### src/rtl/fetch_pkg.sv
// fetch_pkg: definitions shared by the fetch, decode and branch units.
//   fetch_state_e      - fetch PC generator state (BOOT, RUN, FAULT)
//   DEFAULT_STEP       - default sequential fetch increment in bytes
//   DEFAULT_ALIGN_BITS - default count of low PC bits that must be zero
package fetch_pkg;

  typedef enum logic [1:0] {
    BOOT  = 2'd0,
    RUN   = 2'd1,
    FAULT = 2'd2
  } fetch_state_e;

  localparam int DEFAULT_STEP       = 4;
  localparam int DEFAULT_ALIGN_BITS = 2;

endpackage

### src/rtl/fetch_pc_gen.sv
// fetch_pc_gen: program-counter generator for the instruction-fetch stage.
// Holds the current fetch address and offers it to instruction memory with a
// valid/ready handshake. The address advances sequentially, or is redirected by
// a trap, a resolved branch or a decode prediction. Every redirect bumps the
// epoch so downstream stages can drop wrong-path instructions.
//
// Ports:
//   clk, rst        - clock and synchronous active-high reset
//   hold            - stall; blocks sequential advance and prediction
//   trap_valid/vect - trap redirect (highest priority, also leaves FAULT)
//   redir_valid/vect- resolved branch/jump redirect (ignored in FAULT)
//   pred_valid/vect - predicted target, taken only on an unstalled handshake
//   fetch_ready     - instruction memory accepts pc this cycle
//   fetch_valid     - pc is a valid fetch request (RUN state)
//   pc, epoch       - current fetch address and its path tag
//   misalign_fault  - pc is misaligned and fetch is suspended
module fetch_pc_gen
  import fetch_pkg::*;
#(
  parameter int               XLEN         = 32,
  parameter logic [XLEN-1:0]  RESET_VECTOR = '0,
  parameter int               STEP         = DEFAULT_STEP,
  parameter int               ALIGN_BITS   = DEFAULT_ALIGN_BITS,
  parameter int               EPOCH_W      = 2
) (
  input  logic               clk,
  input  logic               rst,
  input  logic               hold,
  input  logic               trap_valid,
  input  logic [XLEN-1:0]    trap_vect,
  input  logic               redir_valid,
  input  logic [XLEN-1:0]    redir_vect,
  input  logic               pred_valid,
  input  logic [XLEN-1:0]    pred_vect,
  input  logic               fetch_ready,
  output logic               fetch_valid,
  output logic [XLEN-1:0]    pc,
  output logic [EPOCH_W-1:0] epoch,
  output logic               misalign_fault
);

  // Mask of the low bits that must be zero; shifting by XLEN yields an
  // all-zero mask, which disables the check when ALIGN_BITS is 0.
  localparam logic [XLEN-1:0] ALIGN_MASK = {XLEN{1'b1}} >> (XLEN - ALIGN_BITS);
  localparam logic [XLEN-1:0] STEP_INC   = XLEN'(STEP);

  fetch_state_e       state_q, state_d;
  logic [XLEN-1:0]    pc_q, pc_d;
  logic [EPOCH_W-1:0] epoch_q, epoch_d;
  logic               fetch_valid_q, fetch_valid_d;
  logic               misalign_fault_q, misalign_fault_d;
  logic               handshake;
  logic               load;

  // fetch_valid_q is high only in RUN, so an accepted handshake implies RUN.
  assign handshake = fetch_valid_q & fetch_ready & ~hold;

  always_comb begin
    pc_d             = pc_q;
    epoch_d          = epoch_q;
    state_d          = state_q;
    load             = 1'b0;
    fetch_valid_d    = 1'b0;
    misalign_fault_d = 1'b0;

    if (trap_valid) begin
      pc_d    = trap_vect;
      epoch_d = epoch_q + EPOCH_W'(1);
      load    = 1'b1;
    end else if (redir_valid && state_q != FAULT) begin
      pc_d    = redir_vect;
      epoch_d = epoch_q + EPOCH_W'(1);
      load    = 1'b1;
    end else if (handshake) begin
      pc_d = pred_valid ? pred_vect : pc_q + STEP_INC;
      load = 1'b1;
    end

    case (state_q)
      BOOT:    state_d = RUN;
      RUN:     state_d = RUN;
      FAULT:   state_d = FAULT;
      default: state_d = BOOT;
    endcase

    // Any newly loaded address decides the state: misaligned targets are
    // still loaded but suspend fetch until an aligned trap arrives.
    if (load) begin
      state_d = ((pc_d & ALIGN_MASK) != '0) ? FAULT : RUN;
    end

    fetch_valid_d    = (state_d == RUN);
    misalign_fault_d = (state_d == FAULT);
  end

  always_ff @(posedge clk) begin
    if (rst) begin
      state_q          <= BOOT;
      pc_q             <= RESET_VECTOR;
      epoch_q          <= '0;
      fetch_valid_q    <= 1'b0;
      misalign_fault_q <= 1'b0;
    end else begin
      state_q          <= state_d;
      pc_q             <= pc_d;
      epoch_q          <= epoch_d;
      fetch_valid_q    <= fetch_valid_d;
      misalign_fault_q <= misalign_fault_d;
    end
  end

  assign fetch_valid    = fetch_valid_q;
  assign pc             = pc_q;
  assign epoch          = epoch_q;
  assign misalign_fault = misalign_fault_q;

endmodule

### config.mk
export PLATFORM = sky130hd
export DESIGN_NAME = fetch_pc_gen
export DESIGN_NICKNAME = d
export VERILOG_FILES = /design/src/rtl/fetch_pkg.sv /design/src/rtl/fetch_pc_gen.sv
export SDC_FILE = /design/constraint.sdc
export NUM_CORES = 1
export LEC_CHECK = 0
export ABC_AREA = 1
export CORE_ASPECT_RATIO = 2
export CORE_MARGIN = 5
export CORE_UTILIZATION = 43
export CTS_CLUSTER_DIAMETER = 40
export DETAILED_ROUTE_END_ITERATION = 12
export HOLD_SLACK_MARGIN = 0.06
export PLACE_DENSITY_LB_ADDON = 0.3
export SLEW_MARGIN = 20
export SYNTH_ARGS = -nofsm -noshare
export SYNTH_HDL_FRONTEND = slang
export SYNTH_SLANG_ARGS = --single-unit
### constraint.sdc
create_clock -name clk -period 2.1 [get_ports clk]
set_input_delay 0.42 -clock clk [delete_from_list [all_inputs] [get_ports clk]]
set_output_delay 0.42 -clock clk [all_outputs]
set_load 0.01 [all_outputs]
==> report_table.html <==
<table>
<tr><th>Metric</th><th>Value</th></tr>
<tr><th colspan="2">Setup path</th></tr>
<tr><td>Data required time of the critical path</td><td>2270 ps</td></tr>
<tr><td>Element type at the critical path start</td><td>input pin</td></tr>
<tr><td>Slowest library cell on the worst path</td><td>sky130_fd_sc_hd__clkdlybuf4s50_1</td></tr>
<tr><td>Data arrival time at the worst-slack endpoint</td><td>2020 ps</td></tr>
<tr><td>Max Fanout on Critical Path</td><td>4</td></tr>
<tr><td>Kind of cell adding the most delay to the critical path</td><td>simple AND/OR/NAND/NOR gates</td></tr>
<tr><td>Crit Path Category</td><td>in -&gt; reg</td></tr>
<tr><td>Total buffers and inverters traversed by the critical path</td><td>1</td></tr>
<tr><td>Most frequent CP cell</td><td>sky130_fd_sc_hd__nand2_1</td></tr>
<tr><td>Crit end category</td><td>register</td></tr>
<tr><td>Worst stage delay on the critical path</td><td>450 ps</td></tr>
<tr><td>List of cells traversed by the critical path</td><td>clkdlybuf4s50_1 -&gt; nand2_1 -&gt; nor2_1 -&gt; nand2_1 -&gt; o211ai_1 -&gt; nand2_1 -&gt; nor2_1 -&gt; nand2_1 -&gt; nand2_1 -&gt; a21oi_1</td></tr>
<tr><th colspan="2">Floorplanning</th></tr>
<tr><td>Area of the core</td><td>7490 µm²</td></tr>
<tr><td>Total Die Area</td><td>9500 µm²</td></tr>
<tr><td>Cell row count</td><td>45</td></tr>
<tr><td>Height of the die</td><td>133 µm</td></tr>
<tr><td>Count of pins on the block boundary</td><td>139</td></tr>
<tr><td>Chip Width</td><td>71.5 µm</td></tr>
<tr><td>Initial cell density of the core</td><td>43.4%</td></tr>
<tr><th colspan="2">GRT</th></tr>
<tr><td>GRT Residual Overflow</td><td>0</td></tr>
<tr><td>Number of global-route vias before repair</td><td>3871</td></tr>
<tr><td>Total routing resource utilization after global routing</td><td>22.3%</td></tr>
<tr><td>Largest net degree at the start of global routing</td><td>39</td></tr>
<tr><td>Global-route wire length before repair</td><td>17500 µm</td></tr>
<tr><td>Initial antenna violation count</td><td>0</td></tr>
<tr><th colspan="2">Clock network</th></tr>
<tr><td>Cts bufs inserted</td><td>5</td></tr>
<tr><td>Hold buffer count at CTS</td><td>0</td></tr>
<tr><td>TritonCTS clock tree</td><td>done</td></tr>
<tr><td>Setup bufs post-CTS</td><td>0</td></tr>
<tr><td>Gates resized, CTS repair</td><td>0</td></tr>
<tr><td>Clock transition time at the flip-flop clock pins of the worst setup and hold paths</td><td>60 ps</td></tr>
<tr><td>Number of buffers on the longest clock path</td><td>2</td></tr>
<tr><td>H-tree levels</td><td>2</td></tr>
<tr><td>Root buffer selected by CTS</td><td>sky130_fd_sc_hd__clkbuf_16</td></tr>
<tr><td>Latest clock arrival within the worst-skew pair</td><td>290 ps</td></tr>
<tr><td>Sink count of the clock tree</td><td>38</td></tr>
<tr><th colspan="2">Power and ir drop</th></tr>
<tr><td>VDD IR max</td><td>0.407 mV</td></tr>
<tr><td>Total power per unit cell area</td><td>507 nW/µm²</td></tr>
<tr><td>LEAKAGE</td><td>2.09 nW</td></tr>
<tr><th colspan="2">Detailed routing</th></tr>
<tr><td>DRT antenna net count</td><td>0</td></tr>
<tr><td>Number of vias after detailed routing</td><td>4106</td></tr>
<tr><td>Avg Vias per Cell</td><td>4.95</td></tr>
<tr><td>Drt first-iter violations</td><td>252</td></tr>
<tr><td>First drt pass iteration count</td><td>4</td></tr>
<tr><td>Per-cell routed wire length</td><td>12.7 µm</td></tr>
<tr><td>Routed WL</td><td>10600 µm</td></tr>
<tr><td>Number of design rule violations left after detail routing</td><td>0</td></tr>
<tr><th colspan="2">Hold path</th></tr>
<tr><td>Class of the tightest hold or removal check</td><td>reg -&gt; reg</td></tr>
<tr><th colspan="2">Synth</th></tr>
<tr><td>Flop and latch count out of synthesis</td><td>38</td></tr>
<tr><td>Mapped cell area</td><td>3250 µm²</td></tr>
<tr><td>Number of unique standard cell types used by synthesis</td><td>23</td></tr>
<tr><td>Mapped Nets</td><td>704</td></tr>
<tr><td>Cells after Synth</td><td>600</td></tr>
<tr><td>Fraction of the yosys area taken by sequential cells</td><td>23.4%</td></tr>
<tr><td>Post-synth top area share</td><td>25.8%</td></tr>
<tr><td>Synthesis warning total</td><td>0</td></tr>
<tr><td>Ys flop type</td><td>sky130_fd_sc_hd__dfxtp_1</td></tr>
<tr><td>Top cells by area, synth</td><td>sky130_fd_sc_hd__nand2_1, sky130_fd_sc_hd__dfxtp_1, sky130_fd_sc_hd__nor2_1</td></tr>
<tr><td>Cell taking the most area after synthesis</td><td>sky130_fd_sc_hd__nand2_1</td></tr>
<tr><td>EDFF count, synth</td><td>0</td></tr>
<tr><td>Average cell area after synthesis</td><td>5.42 µm²</td></tr>
<tr><td>Fraction of registers with async set/reset</td><td>0%</td></tr>
<tr><th colspan="2">Final layout</th></tr>
<tr><td>Fraction of final layout cells with drive strength greater than 1</td><td>8.98%</td></tr>
<tr><td>Count of antenna diodes in the layout</td><td>0</td></tr>
<tr><td>Final non-filler cell area</td><td>4950 µm²</td></tr>
<tr><td>Leading cell types in the layout, fill and taps excluded</td><td>sky130_fd_sc_hd__nand2_1, sky130_fd_sc_hd__clkdlybuf4s50_1, sky130_fd_sc_hd__nor2_1, sky130_fd_sc_hd__inv_1, sky130_fd_sc_hd__nand3_1</td></tr>
<tr><td>Count of fill cells added during filler insertion</td><td>731</td></tr>
<tr><td>Number of nets at the end of the flow</td><td>839</td></tr>
<tr><td>Register cell area after layout</td><td>761 µm²</td></tr>
<tr><td>Most common cell after layout, fill and taps aside</td><td>sky130_fd_sc_hd__nand2_1</td></tr>
<tr><td>Area used by multi-input combinational logic</td><td>2190 µm²</td></tr>
<tr><td>Layout-stage area growth over the synthesis result</td><td>52.3%</td></tr>
<tr><td>Number of non-filler instances in the completed layout</td><td>829</td></tr>
<tr><th colspan="2">Placement</th></tr>
<tr><td>Placer congestion estimate</td><td>0.933</td></tr>
<tr><td>Cell area after placement</td><td>4780 µm²</td></tr>
<tr><td>Number of instances in the placed design</td><td>822</td></tr>
<tr><td>Count of input and output buffers</td><td>138</td></tr>
<tr><td>Post-detail-place hpwl</td><td>8240 µm</td></tr>
<tr><th colspan="2">Timing</th></tr>
<tr><td>Top achievable clock speed</td><td>542 MHz</td></tr>
<tr><td>Fraction of the cycle the final worst path needs</td><td>87.9%</td></tr>
<tr><td>Count of endpoints failing setup in the final report</td><td>0</td></tr>
<tr><td>Hold Violations, Final</td><td>0</td></tr>
<tr><td>Setup repair after global routing missed its margin</td><td>no</td></tr>
<tr><td>Relative slew slack</td><td>74.9%</td></tr>
<tr><td>Slew @ Worst Pin</td><td>376 ps</td></tr>
<tr><td>Worst Clk Skew</td><td>6.50 ps</td></tr>
<tr><td>Shortest period the worst path allows</td><td>1850 ps</td></tr>
<tr><td>Max-slew violation count</td><td>0</td></tr>
<tr><th colspan="2">Job</th></tr>
<tr><td>Max capacitance violation total</td><td>0</td></tr>
<tr><th colspan="2">Run status</th></tr>
<tr><td>Status</td><td>finished clean</td></tr>
</table>
Yosys cell counts, types with 3 or more instances:
master,count
sky130_fd_sc_hd__a21oi_2,9
sky130_fd_sc_hd__nand4_1,3
sky130_fd_sc_hd__o21ai_0,23
sky130_fd_sc_hd__o211ai_1,5
sky130_fd_sc_hd__xnor2_1,5
sky130_fd_sc_hd__or2_2,22
sky130_fd_sc_hd__nor2_1,94
sky130_fd_sc_hd__nor2_2,5
sky130_fd_sc_hd__dfxtp_1,38
sky130_fd_sc_hd__xor2_1,3
sky130_fd_sc_hd__nand2_2,5
sky130_fd_sc_hd__nand3_1,46
sky130_fd_sc_hd__nand2_1,223
sky130_fd_sc_hd__clkbuf_1,14
sky130_fd_sc_hd__buf_2,7
sky130_fd_sc_hd__buf_1,3
sky130_fd_sc_hd__inv_1,53
sky130_fd_sc_hd__nor2_4,4
sky130_fd_sc_hd__a21oi_1,33
cell families after synthesis:
family | count (synthesis) | share of synthesized area (%)
buffers and inverters | 77 | 9.16
AO/OA/AOI/OAI | 73 | 12.9
XOR/XNOR | 8 | 2.16
flip-flops | 38 | 23.4
AND/OR/NAND/NOR | 403 | 52.0
adder cells (fa/ha/maj) | 1 | 0.385
area by class of cell:
class                           count  share of cell area, %
Clock buffer                        6                   2.81
Clock inverter                      1                  0.607
Inverter                           53                   4.02
Multi-Input combinational cell    485                   44.3
Sequential cell                    38                   15.4
Tap cell                           94                   2.38
Timing Repair Buffer              152                   30.5
path summary, 6_finish.rpt:
path         depth (start not counted)  slack [ps]        start              to
max                                 10         250  fetch_ready  misalign_fault
min                                  2         510       pc[31]          pc[31]
max reg2reg                         12         310        pc[3]          pc[28]
min reg2reg                          2         510       pc[31]          pc[31]
registers in the layout, indices dropped and copies added (netlist names):
signal          cells
epoch               2
fetch_valid         1
misalign_fault      1
pc                 32
state_q             2
through the flow:
step	power [W]	hold slack (ps)	worst slack [ps]	setup TNS (ps)	util, %
2_1_floorplan	0.00122	474	488	0	-
3_5_place_dp	0.00164	504	-48.1	-93.6	63.8
3_3_place_gp	0.00163	493	19.0	0	63.8
6_report	0.00251	514	254	0	66.1
4_1_cts	0.00252	514	245	0	66.1
5_1_grt	0.00263	553	78.8	0	66.1
report_power, final:
part           switching, W  leakage, nW  total [W]  internal [W]
registers         0.0000848        0.316   0.000871      0.000786
clock network      0.000299       0.0829   0.000885      0.000586
logic              0.000331         1.69   0.000752      0.000421
worst register-to-register path: stages (launching register included):
cell	delay [ps]
sky130_fd_sc_hd__dfxtp_1	390
sky130_fd_sc_hd__ha_1	230
sky130_fd_sc_hd__nand3_1	140
sky130_fd_sc_hd__nor2_1	200
sky130_fd_sc_hd__nand2_1	190
sky130_fd_sc_hd__inv_1	130
sky130_fd_sc_hd__nand2_1	60
sky130_fd_sc_hd__nand2_1	60
sky130_fd_sc_hd__nand3_1	70
sky130_fd_sc_hd__nand2_1	60
sky130_fd_sc_hd__nand2_1	40
sky130_fd_sc_hd__nand2_1	50
sky130_fd_sc_hd__a21oi_1	50
routing by layer:
layer  part of all wire (%)  GRT usage [%]
met2                     49           38.4
met1                     41           26.7
met3                    7.0           4.41
met5                      0              0
met4                    3.1           8.26
(Power assumes the default switching activity.)
